**config.mk**
```make
export PLATFORM = sky130hd
export DESIGN_NAME = uart_tx_fifo
export DESIGN_NICKNAME = d
export VERILOG_FILES = /design/src/rtl/uart_pkg.sv /design/src/rtl/uart_fifo_mem.sv /design/src/rtl/uart_tx_fifo.sv
export SDC_FILE = /design/constraint.sdc
export NUM_CORES = 1
export LEC_CHECK = 0
export CELL_PAD_IN_SITES_DETAIL_PLACEMENT = 1
export CELL_PAD_IN_SITES_GLOBAL_PLACEMENT = 1
export CORE_UTILIZATION = 55
export DETAILED_ROUTE_END_ITERATION = 16
export MAX_ROUTING_LAYER = met4
export PLACE_DENSITY = 0.81
export SYNTH_ARGS = -nofsm -noshare
export SYNTH_HDL_FRONTEND = slang
export SYNTH_SLANG_ARGS = --single-unit
```
**constraint.sdc**
```tcl
create_clock -name clk -period 5.44 [get_ports clk]
set_input_delay 1.088 -clock clk [delete_from_list [all_inputs] [get_ports clk]]
set_output_delay 1.088 -clock clk [all_outputs]
set_load 0.005 [all_outputs]
```
**src/rtl/uart_pkg.sv**
```systemverilog
// Shared UART constants: data width, default TX FIFO depth, overflow counter width,
// and the pointer-width helper used by the FIFO.
package uart_pkg;

    localparam int UART_DATA_W     = 8;
    localparam int UART_FIFO_DEPTH = 16;
    localparam int UART_OVF_CNT_W  = 8;

    // One extra wrap bit above the index so full and empty can be told apart.
    function automatic int uart_ptr_w(input int depth);
        return $clog2(depth) + 1;
    endfunction

endpackage

```
**src/rtl/uart_fifo_mem.sv**
```systemverilog
// FIFO storage array: DEPTH x WIDTH, synchronous write, asynchronous read.
// Contents are intentionally not reset.
module uart_fifo_mem #(
    parameter int DEPTH = 16,
    parameter int WIDTH = 8
) (
    input  logic                     clk,
    input  logic                     i_we,
    input  logic [$clog2(DEPTH)-1:0] i_waddr,
    input  logic [WIDTH-1:0]         i_wdata,
    input  logic [$clog2(DEPTH)-1:0] i_raddr,
    output logic [WIDTH-1:0]         o_rdata
);

    logic [WIDTH-1:0] r_mem [DEPTH];

    always_ff @(posedge clk) begin
        if (i_we) r_mem[i_waddr] <= i_wdata;
    end

    assign o_rdata = r_mem[i_raddr];

endmodule

```
**src/rtl/uart_tx_fifo.sv**
```systemverilog
// First-word-fall-through elastic buffer in front of the UART transmitter.
// Define UART_TX_FIFO_OVF_EN to add the overflow sticky flag, drop counter and clear input.
module uart_tx_fifo
    import uart_pkg::*;
#(
    parameter int DEPTH = UART_FIFO_DEPTH,
    parameter int WIDTH = UART_DATA_W
) (
    input  logic                      clk,
    input  logic                      reset,
    input  logic                      enq_valid,
    input  logic [WIDTH-1:0]          enq_data,
    output logic                      enq_ready,
    output logic                      deq_valid,
    output logic [WIDTH-1:0]          deq_data,
    input  logic                      deq_ready,
    output logic                      full,
    output logic                      empty,
`ifdef UART_TX_FIFO_OVF_EN
    output logic                      ovf_sticky,
    output logic [UART_OVF_CNT_W-1:0] ovf_drops,
    input  logic                      ovf_clear,
`endif
    output logic [$clog2(DEPTH):0]    count
);

    localparam int PW = uart_ptr_w(DEPTH);
    localparam int AW = PW - 1;

    logic [PW-1:0] r_wr_ptr;
    logic [PW-1:0] r_rd_ptr;
    logic          w_full;
    logic          w_empty;
    logic          w_enq;
    logic          w_deq;

    assign w_full  = (r_wr_ptr[PW-1] != r_rd_ptr[PW-1]) &&
                     (r_wr_ptr[AW-1:0] == r_rd_ptr[AW-1:0]);
    assign w_empty = (r_wr_ptr == r_rd_ptr);

    // Full blocks enqueue even when a dequeue fires the same cycle: no pass-through.
    assign w_enq = enq_valid && !w_full;
    assign w_deq = deq_ready && !w_empty;

    assign enq_ready = !w_full;
    assign deq_valid = !w_empty;
    assign full      = w_full;
    assign empty     = w_empty;
    assign count     = r_wr_ptr - r_rd_ptr;

    always_ff @(posedge clk) begin
        if (reset) begin
            r_wr_ptr <= '0;
            r_rd_ptr <= '0;
        end else begin
            if (w_enq) r_wr_ptr <= r_wr_ptr + 1'b1;
            if (w_deq) r_rd_ptr <= r_rd_ptr + 1'b1;
        end
    end

    uart_fifo_mem #(
        .DEPTH (DEPTH),
        .WIDTH (WIDTH)
    ) u_mem (
        .clk     (clk),
        .i_we    (w_enq),
        .i_waddr (r_wr_ptr[AW-1:0]),
        .i_wdata (enq_data),
        .i_raddr (r_rd_ptr[AW-1:0]),
        .o_rdata (deq_data)
    );

`ifdef UART_TX_FIFO_OVF_EN
    logic                      r_ovf_sticky;
    logic [UART_OVF_CNT_W-1:0] r_ovf_drops;

    // Clear wins over a same-cycle drop; that drop is not counted.
    always_ff @(posedge clk) begin
        if (reset || ovf_clear) begin
            r_ovf_sticky <= 1'b0;
            r_ovf_drops  <= '0;
        end else if (enq_valid && w_full) begin
            r_ovf_sticky <= 1'b1;
            if (r_ovf_drops != '1) r_ovf_drops <= r_ovf_drops + 1'b1;
        end
    end

    assign ovf_sticky = r_ovf_sticky;
    assign ovf_drops  = r_ovf_drops;
`endif

endmodule

```
==> results of run 1 <==
## kinds of logic after synthesis
family / after synthesis
AOI/OAI and AO/OA: 31
buffers and inverters: 23
xor gates and xnor gates: 12
and+or+nand+nor: 55
DFF: 142
muxes: 33
adders and majority gates: 10
## synthesized netlist by cell type (2+ instances only)
| master | n | share of area |
|---|---|---|
| sky130_fd_sc_hd__nor3_1 | 4 | 0.0035 |
| sky130_fd_sc_hd__buf_1 | 5 | 0.0033 |
| sky130_fd_sc_hd__xnor2_1 | 7 | 0.011 |
| sky130_fd_sc_hd__mux4_2 | 32 | 0.13 |
| sky130_fd_sc_hd__xor2_1 | 4 | 0.0062 |
| sky130_fd_sc_hd__buf_4 | 3 | 0.0040 |
| sky130_fd_sc_hd__nor2b_1 | 2 | 0.0022 |
| sky130_fd_sc_hd__nand2_1 | 14 | 0.0093 |
| sky130_fd_sc_hd__clkbuf_1 | 3 | 0.0020 |
| sky130_fd_sc_hd__edfxtp_1 | 128 | 0.68 |
| sky130_fd_sc_hd__dfxtp_1 | 14 | 0.049 |
| sky130_fd_sc_hd__a21o_1 | 2 | 0.0026 |
| sky130_fd_sc_hd__ha_1 | 9 | 0.020 |
| sky130_fd_sc_hd__inv_1 | 9 | 0.0060 |
| sky130_fd_sc_hd__buf_2 | 3 | 0.0026 |
| sky130_fd_sc_hd__nor2_1 | 23 | 0.015 |
| sky130_fd_sc_hd__a22oi_1 | 16 | 0.021 |
| sky130_fd_sc_hd__nand3_1 | 5 | 0.0044 |
| sky130_fd_sc_hd__a21oi_1 | 6 | 0.0053 |
| sky130_fd_sc_hd__o21ai_0 | 2 | 0.0018 |
| sky130_fd_sc_hd__nand2b_1 | 2 | 0.0022 |
## worst max-delay path, cell delays in order, from the launching register on
cell and delay [ps]:
sky130_fd_sc_hd__dfxtp_2 1000, sky130_fd_sc_hd__buf_4 310, sky130_fd_sc_hd__mux4_2 520, sky130_fd_sc_hd__a22oi_1 220
sky130_fd_sc_hd__nand2_1 80, sky130_fd_sc_hd__clkdlybuf4s50_1 450
## power breakdown
group / leakage, nW / switching [mW] / total, mW / internal [mW]
logic: 0.621 / 0.133 / 0.334 / 0.201
registers: 1.27 / 0.0504 / 1.26 / 1.21
clock network: 0.284 / 0.457 / 1.08 / 0.622
total: 2.18 / 0.640 / 2.67 / 2.03
## area by class of cell
cell class,count,area share
clock buffer,19,0.06957
clock inverter,13,0.01519
inverter,9,0.005063
multi-input combinational,141,0.2183
sequential,142,0.6182
tap,133,0.02494
timing repair buffer,34,0.04875
## state kept, by name, summed over array words and instances (netlist names), named ones only
| register | count |
|---|---|
| r_rd_ptr | 5 |
| u_mem.r_mem | 128 |
| r_wr_ptr | 5 |
## worst paths after layout
kind,to,slack [ps],depth (start not counted)
worst max-delay path,deq_data[3],1240,5
worst min register to register,r_wr_ptr[1],590,2
worst max register to register,u_mem.r_mem[12][3],2340,5
worst min-delay path,r_wr_ptr[1],590,2
## layer usage
metal | vias to the layer above | GRT usage | routed length (um)
li1 | 1296 | - | -
met5 | - | - | 0
met3 | 22 | 0.06860 | 816
met1 | 1551 | 0.3315 | 5039
met4 | 0 | 0.1087 | 271
met2 | 115 | 0.4664 | 7205
## cells in the final DEF (no fill, tap or decap), types with 2 or more instances in the layout
master                            instances
sky130_fd_sc_hd__inv_6                    3
sky130_fd_sc_hd__a22oi_1                 16
sky130_fd_sc_hd__clkdlybuf4s50_1         28
sky130_fd_sc_hd__mux4_2                  32
sky130_fd_sc_hd__inv_1                    9
sky130_fd_sc_hd__xor2_1                   4
sky130_fd_sc_hd__clkinv_2                 2
sky130_fd_sc_hd__nor2_1                  23
sky130_fd_sc_hd__o21ai_0                  2
sky130_fd_sc_hd__clkinv_4                 6
sky130_fd_sc_hd__nand2_1                 14
sky130_fd_sc_hd__edfxtp_1               128
sky130_fd_sc_hd__nand3_1                  5
sky130_fd_sc_hd__ha_1                     9
sky130_fd_sc_hd__dfxtp_1                 13
sky130_fd_sc_hd__nand2b_1                 2
sky130_fd_sc_hd__buf_4                    6
sky130_fd_sc_hd__xnor2_1                  7
sky130_fd_sc_hd__a21oi_1                  6
sky130_fd_sc_hd__clkbuf_16               18
sky130_fd_sc_hd__nor3_2                   2
sky130_fd_sc_hd__nor2b_1                  2
sky130_fd_sc_hd__a21o_1                   2
sky130_fd_sc_hd__inv_4                    2
sky130_fd_sc_hd__nor3_1                   2
==> metrics.txt, run 1 <==
# TYPE chip_impl_metric gauge
chip_impl_metric{name="numCtsBuffers",unit=""} 17
chip_impl_metric{name="multi_input_comb_area",unit="um2"} 1456
chip_impl_metric{name="syn_to_final_growth",unit="%"} 17.65
chip_impl_metric{name="period_needed",unit="ps"} 4205
chip_impl_metric{name="worst_slack",unit="ps"} 1235
chip_impl_metric{name="synth_compound_gate_area_share",unit=""} 0.04015
chip_impl_metric{name="timing.critical_path.required",unit="ps"} 4350
chip_impl_info{name="hold_path.startpoint",value="r_wr_ptr[1]"} 1
chip_impl_metric{name="wire_per_inst",unit="um"} 27.15
chip_impl_metric{name="post_cts_hold_fix_bufs",unit=""} 0
chip_impl_metric{name="layout.cells.non_filler",unit=""} 491
chip_impl_info{name="rsz_0062_raised_after_global_routing",value="false"} 1
chip_impl_metric{name="yosys_warnings",unit=""} 0
chip_impl_metric{name="drive_gt1_frac",unit=""} 0.2179
chip_impl_metric{name="start_util",unit=""} 0.5750
chip_impl_metric{name="antenna_cells",unit=""} 0
chip_impl_metric{name="synth_cell_types",unit=""} 34
chip_impl_metric{name="dpl.cell_count",unit=""} 459
chip_impl_metric{name="cts_resized",unit=""} 0
chip_impl_metric{name="routed-via-count",unit=""} 2984
chip_impl_metric{name="post-route-drc-count",unit=""} 0
chip_impl_metric{name="floorplan.die.height",unit="um"} 103.6
chip_impl_metric{name="cts.clk_slew.worst_paths",unit="ps"} 70
chip_impl_info{name="root_buffer",value="sky130_fd_sc_hd__clkbuf_8"} 1
chip_impl_metric{name="synth.mux.area_fraction",unit=""} 0.1288
chip_impl_metric{name="numClockSinks",unit=""} 142
chip_impl_metric{name="grt_use_total",unit=""} 0.2802
chip_impl_info{name="reg2reg_from",value="r_wr_ptr[3]"} 1
chip_impl_metric{name="synthXorXnorAreaFrac",unit=""} 0.01985
chip_impl_metric{name="clockBufferDepth",unit=""} 2
chip_impl_metric{name="utilization_of_the_core_after_routing",unit=""} 0.6764
chip_impl_metric{name="yosys.area_share.simple",unit=""} 0.04280
chip_impl_info{name="critical_path.startpoint_type",value="register"} 1
chip_impl_info{name="run_status",value="finished, final reports clean"} 1
chip_impl_metric{name="finalSetupViolations",unit=""} 0
chip_impl_metric{name="detailed_placement_wirelength_estimate",unit="mm"} 8.116
chip_impl_metric{name="grt_start_max_net_pins",unit=""} 29
chip_impl_metric{name="postSynthNetCount",unit=""} 328
chip_impl_metric{name="placed_cell_area",unit="um2"} 6107
chip_impl_metric{name="clock_tree.htree_level_count",unit=""} 4
chip_impl_info{name="worst_hold_path_type",value="reg2reg"} 1
chip_impl_metric{name="clock-skew-final",unit="ps"} 8.967
chip_impl_metric{name="post_synthesis_instance_total",unit=""} 306
chip_impl_metric{name="place.port_buffers",unit=""} 28
chip_impl_metric{name="route.final.wire_length",unit="mm"} 13.33
chip_impl_metric{name="period_share",unit=""} 0.7729
chip_impl_metric{name="syn_area",unit="um2"} 5672
chip_impl_info{name="crit_type",value="reg2out"} 1
chip_impl_metric{name="placeableCoreArea",unit="um2"} 9864
chip_impl_metric{name="max_clock_freq",unit="MHz"} 237.8
chip_impl_info{name="ys_dominant_reg_cell",value="sky130_fd_sc_hd__edfxtp_1"} 1
chip_impl_metric{name="share_of_flip_flops_with_an_asynchronous_set_or_reset",unit=""} 0
chip_impl_metric{name="ys_ff_latch",unit=""} 142
chip_impl_metric{name="ir_worst_vdd",unit="mV"} 0.2114
chip_impl_metric{name="synth-edff-count",unit=""} 128
chip_impl_metric{name="report.power.total",unit="mW"} 2.672
chip_impl_metric{name="die_area",unit="um2"} 10720
chip_impl_info{name="combinational_family_with_the_most_area_after_synthesis",value="multiplexers"} 1
chip_impl_metric{name="drt_first_iter_violations",unit=""} 282
chip_impl_metric{name="regArea",unit="um2"} 4125
chip_impl_metric{name="place.gp.congestion",unit=""} 0.7361
chip_impl_metric{name="finalInstanceArea",unit="um2"} 6673
chip_impl_metric{name="final_max_slew_viol_count",unit=""} 0
chip_impl_metric{name="postRouteAntennaNets",unit=""} 0
chip_impl_metric{name="critPathArrivalTime",unit="ps"} 3120
chip_impl_metric{name="filler_cell_count",unit=""} 820
chip_impl_metric{name="avgViaCountPerCell",unit=""} 6.077
chip_impl_metric{name="gr-total-overflow",unit=""} 0
chip_impl_metric{name="antenna_violations_before_repair",unit=""} 0
chip_impl_metric{name="worst_path_max_fanout",unit=""} 28
chip_impl_metric{name="worstMarginPinSlew",unit="ps"} 1226
chip_impl_metric{name="seq_area_frac_synth",unit=""} 0.7271
chip_impl_info{name="timing.critical_path.to_type",value="output pin"} 1
chip_impl_metric{name="grt_first_pass_wirelength",unit="mm"} 20.19
chip_impl_metric{name="fp.dieW",unit="um"} 103.6
chip_impl_metric{name="row_count",unit=""} 36
chip_impl_metric{name="total_leakage_power",unit="nW"} 2.175
chip_impl_metric{name="max_cap_viol_count",unit=""} 0
chip_impl_metric{name="via_count_of_the_first_global_routing_pass",unit=""} 3283
chip_impl_metric{name="design.final.nets",unit=""} 367
chip_impl_metric{name="timing.max_slew.rel_slack",unit=""} 0.1798
chip_impl_metric{name="average_cell_area_after_synthesis",unit="um2"} 18.53
chip_impl_metric{name="place_ws",unit="ps"} 1717
chip_impl_metric{name="clock_insertion_delay_worst_skew",unit="ps"} 520
chip_impl_metric{name="hold_viol",unit=""} 0
chip_impl_metric{name="post_synthesis_share_of_cell_area_spent_on_full_adders_half_adders_and_majority_gates",unit=""} 0.02338
chip_impl_metric{name="num_io_pins",unit=""} 29
chip_impl_metric{name="timing.hold.ws",unit="ps"} 590.0
chip_impl_metric{name="cts.repair_timing.setup_buffer_count",unit=""} 0
chip_impl_info{name="cts_tree",value="yes"} 1
chip_impl_metric{name="drtPass1Iterations",unit=""} 4
chip_impl_metric{name="power-per-cell-area",unit="nW/um2"} 400.4
chip_impl_metric{name="finalSetupTns",unit="ps"} 0
(Power assumes the default switching activity.)
==> run 2, diff against run 1 <==
Settings changed: CORE_UTILIZATION 55 to 47, PLACE_DENSITY 0.81 to 0.74.
Clock period 5.44 ns to 3.5 ns, I/O delays scaled along.
==> run 2 against run 1 <==
Compared with the run above: highest routed layer unchanged; cell count up 4.7%; combinational power up 75%; clock power up 68%; the flow now finishes with violations (DRC); critical endpoint is now count[4].
==> metrics.txt, run 2 (synthesis gave the netlist of run 1 again) <==
# TYPE chip_impl_metric gauge
chip_impl_info{name="run_status",value="finished, violations left"} 1
chip_impl_info{name="failed_checks",value="DRC"} 1
chip_impl_info{name="reg2reg_from",value="r_wr_ptr[3]"} 1
chip_impl_metric{name="drive_gt1_frac",unit=""} 0.2264
chip_impl_metric{name="numCtsBuffers",unit=""} 17
chip_impl_info{name="worstReg2RegEnd",value="u_mem.r_mem[6][0]"} 1
chip_impl_metric{name="clock-skew-final",unit="ps"} 12.37
chip_impl_metric{name="filler_cell_count",unit=""} 1050
chip_impl_metric{name="route.final.wire_length",unit="mm"} 11.73
chip_impl_metric{name="routed-via-count",unit=""} 2906
chip_impl_metric{name="critPathArrivalTime",unit="ps"} 2560
chip_impl_metric{name="switchingPower",unit="mW"} 0.8992
chip_impl_metric{name="worstMarginPinSlew",unit="ps"} 840.0
chip_impl_metric{name="timing.max_slew.rel_slack",unit=""} 0.4389
chip_impl_metric{name="dpl.cell_count",unit=""} 482
chip_impl_metric{name="cts.clk_slew.worst_paths",unit="ps"} 60
chip_impl_metric{name="power.share.switching",unit=""} 0.2093
chip_impl_metric{name="critical_path_buf_inv_count",unit=""} 3
chip_impl_metric{name="max_cap_viol_count",unit=""} 0
chip_impl_metric{name="largest_reg_flops",unit=""} 128
chip_impl_metric{name="period_share",unit=""} 0.9325
chip_impl_info{name="root_buffer",value="sky130_fd_sc_hd__clkbuf_16"} 1
chip_impl_metric{name="syn_to_final_growth",unit="%"} 20.54
chip_impl_metric{name="final_max_slew_viol_count",unit=""} 0
chip_impl_info{name="crit_type",value="reg2out"} 1
chip_impl_metric{name="critical_path_depth",unit=""} 8
chip_impl_metric{name="post_cts_hold_fix_bufs",unit=""} 0
chip_impl_metric{name="wire_per_inst",unit="um"} 22.81
chip_impl_metric{name="cpPeakStageDelay",unit="ps"} 520
chip_impl_metric{name="cts_resized",unit=""} 0
chip_impl_metric{name="grt_use_total",unit=""} 0.2133
chip_impl_info{name="cts_tree",value="yes"} 1
chip_impl_metric{name="power_frac_clock",unit=""} 0.422
chip_impl_metric{name="row_count",unit=""} 39
chip_impl_metric{name="finalSetupTns",unit="ps"} 0
chip_impl_metric{name="grt_first_pass_wirelength",unit="mm"} 18.15
chip_impl_metric{name="internal-power",unit="mW"} 3.397
chip_impl_metric{name="clockBufferDepth",unit=""} 2
chip_impl_metric{name="worst_path_max_fanout",unit=""} 4
chip_impl_metric{name="cts.repair_timing.setup_buffer_count",unit=""} 0
chip_impl_info{name="worst_path_dominant_cell_family",value="buffers and inverters"} 1
chip_impl_metric{name="drtPass1Iterations",unit=""} 12
chip_impl_metric{name="antenna_cells",unit=""} 0
chip_impl_metric{name="fp.dieW",unit="um"} 111.9
chip_impl_info{name="cp_slowest_cell",value="sky130_fd_sc_hd__clkdlybuf4s50_1"} 1
chip_impl_metric{name="gr-total-overflow",unit=""} 0
chip_impl_metric{name="start_util",unit=""} 0.4904
chip_impl_metric{name="finalSetupViolations",unit=""} 0
chip_impl_info{name="hold_path.startpoint",value="r_rd_ptr[3]"} 1
chip_impl_info{name="cp-startpoint",value="r_wr_ptr[0]"} 1
chip_impl_metric{name="clock_insertion_delay_worst_skew",unit="ps"} 410
chip_impl_metric{name="place.port_buffers",unit=""} 28
chip_impl_metric{name="period_needed",unit="ps"} 3264
chip_impl_metric{name="num_io_pins",unit=""} 29
chip_impl_metric{name="regArea",unit="um2"} 4125
chip_impl_metric{name="power_frac_seq",unit=""} 0.442
chip_impl_info{name="regMostFlops",value="u_mem.r_mem"} 1
chip_impl_metric{name="placeableCoreArea",unit="um2"} 11560
chip_impl_info{name="crit_path_frequent_cell",value="sky130_fd_sc_hd__inv_1"} 1
chip_impl_info{name="top_regs",value="u_mem.r_mem (128), r_rd_ptr (5), r_wr_ptr (5)"} 1
chip_impl_metric{name="ff2ff_setup_slack",unit="ps"} 990
chip_impl_metric{name="comb_power_share",unit=""} 0.136
chip_impl_metric{name="post-route-drc-count",unit=""} 1
chip_impl_info{name="critical_path.startpoint_type",value="register"} 1
chip_impl_metric{name="via_count_of_the_first_global_routing_pass",unit=""} 3209
chip_impl_metric{name="clock_tree.htree_level_count",unit=""} 4
chip_impl_metric{name="numClockSinks",unit=""} 142
chip_impl_metric{name="total_leakage_power",unit="nW"} 2.258
chip_impl_metric{name="die_area",unit="um2"} 12510
chip_impl_info{name="timing.critical_path.to",value="count[4]"} 1
chip_impl_metric{name="hold_viol",unit=""} 0
chip_impl_metric{name="antenna_violations_before_repair",unit=""} 0
chip_impl_metric{name="place.gp.congestion",unit=""} 0.7427
chip_impl_metric{name="worst-r2r-cell-count",unit=""} 6
chip_impl_metric{name="ir_worst_vdd",unit="mV"} 0.3503
chip_impl_metric{name="layout.cells.non_filler",unit=""} 514
chip_impl_metric{name="report.power.total",unit="mW"} 4.297
chip_impl_info{name="rsz_0062_raised_after_global_routing",value="false"} 1
chip_impl_info{name="most_common_library_cell_in_the_layout_ignoring_fill_and_taps",value="sky130_fd_sc_hd__edfxtp_1"} 1
chip_impl_metric{name="grt_start_max_net_pins",unit=""} 33
chip_impl_metric{name="floorplan.die.height",unit="um"} 111.9
chip_impl_info{name="mostFrequentLayoutCells",value="128 x sky130_fd_sc_hd__edfxtp_1, 32 x sky130_fd_sc_hd__mux4_2, 28 x sky130_fd_sc_hd__clkdlybuf4s50_1"} 1
chip_impl_info{name="path_cells",value="inv_1 > ha_1 > inv_1 > fa_1 > a21o_1 > a21oi_1 > xnor2_1 > clkdlybuf4s50_1"} 1
chip_impl_metric{name="postRouteAntennaNets",unit=""} 0
chip_impl_metric{name="power-per-cell-area",unit="nW/um2"} 628.5
chip_impl_metric{name="avgViaCountPerCell",unit=""} 5.654
chip_impl_metric{name="max_clock_freq",unit="MHz"} 306.4
chip_impl_metric{name="drt_first_iter_violations",unit=""} 236
chip_impl_metric{name="timing.critical_path.required",unit="ps"} 2800
chip_impl_metric{name="detailed_placement_wirelength_estimate",unit="mm"} 7.392
chip_impl_info{name="timing.critical_path.to_type",value="output pin"} 1
chip_impl_metric{name="design.final.nets",unit=""} 380
chip_impl_info{name="worst_hold_path_type",value="reg2reg"} 1
chip_impl_metric{name="multi_input_comb_area",unit="um2"} 1446
run 2: metal layers:
layer | global-route usage | up-vias | share of wire
li1 | - | 1314 | -
met1 | 0.2405 | 1491 | 0.41
met2 | 0.3615 | 81 | 0.53
met3 | 0.04845 | 20 | 0.046
met4 | 0.09910 | 0 | 0.020
met5 | - | - | 0
run 2: power groups by stage:
stage	clock (mW)	sequential [mW]	combinational, mW
after floorplan	0	1.92	0.366
after global placement	0	1.93	0.581
after detailed placement	0	1.93	0.589
after CTS	1.85	1.90	0.594
after global routing	1.91	1.90	0.640
final	1.81	1.90	0.585
run 2: worst min-delay path, cell delays in order (launching register included):
cell and delay, ps:
sky130_fd_sc_hd__dfxtp_1 320, sky130_fd_sc_hd__o21ai_0 100, sky130_fd_sc_hd__a21oi_1 70
run 2: how the worst min path moves through the flow:
stage	cells after the start	end	slack [ps]
5_1_grt	2	register	570
6_report	2	r_rd_ptr[3]	540
2_1_floorplan	2	register	490
3_3_place_gp	2	r_rd_ptr[3]	510
3_5_place_dp	2	r_rd_ptr[3]	520
4_1_cts	2	r_rd_ptr[3]	540
run 2: cell type report:
cell class	count	share of cell area
repair buffers	47	0.06552
multi-input cells	141	0.2116
well taps	143	0.02617
inverters	9	0.004941
clock inverters	6	0.01537
flip-flops and latches	142	0.6034
clock buffers	26	0.07302
run 2: metrics by stage:
step                cell area (um2)  hold slack (ps)  setup slack, ps  utilization
floorplan                      5672            486.9             1129            -
global placement               6232            514.2            719.7       0.5389
detailed placement             6232            524.7            661.4       0.5389
CTS                            6837            536.4            217.1       0.5912
global route                   6837            567.9            105.1       0.5912
finish                         6837            538.6            236.3       0.5912
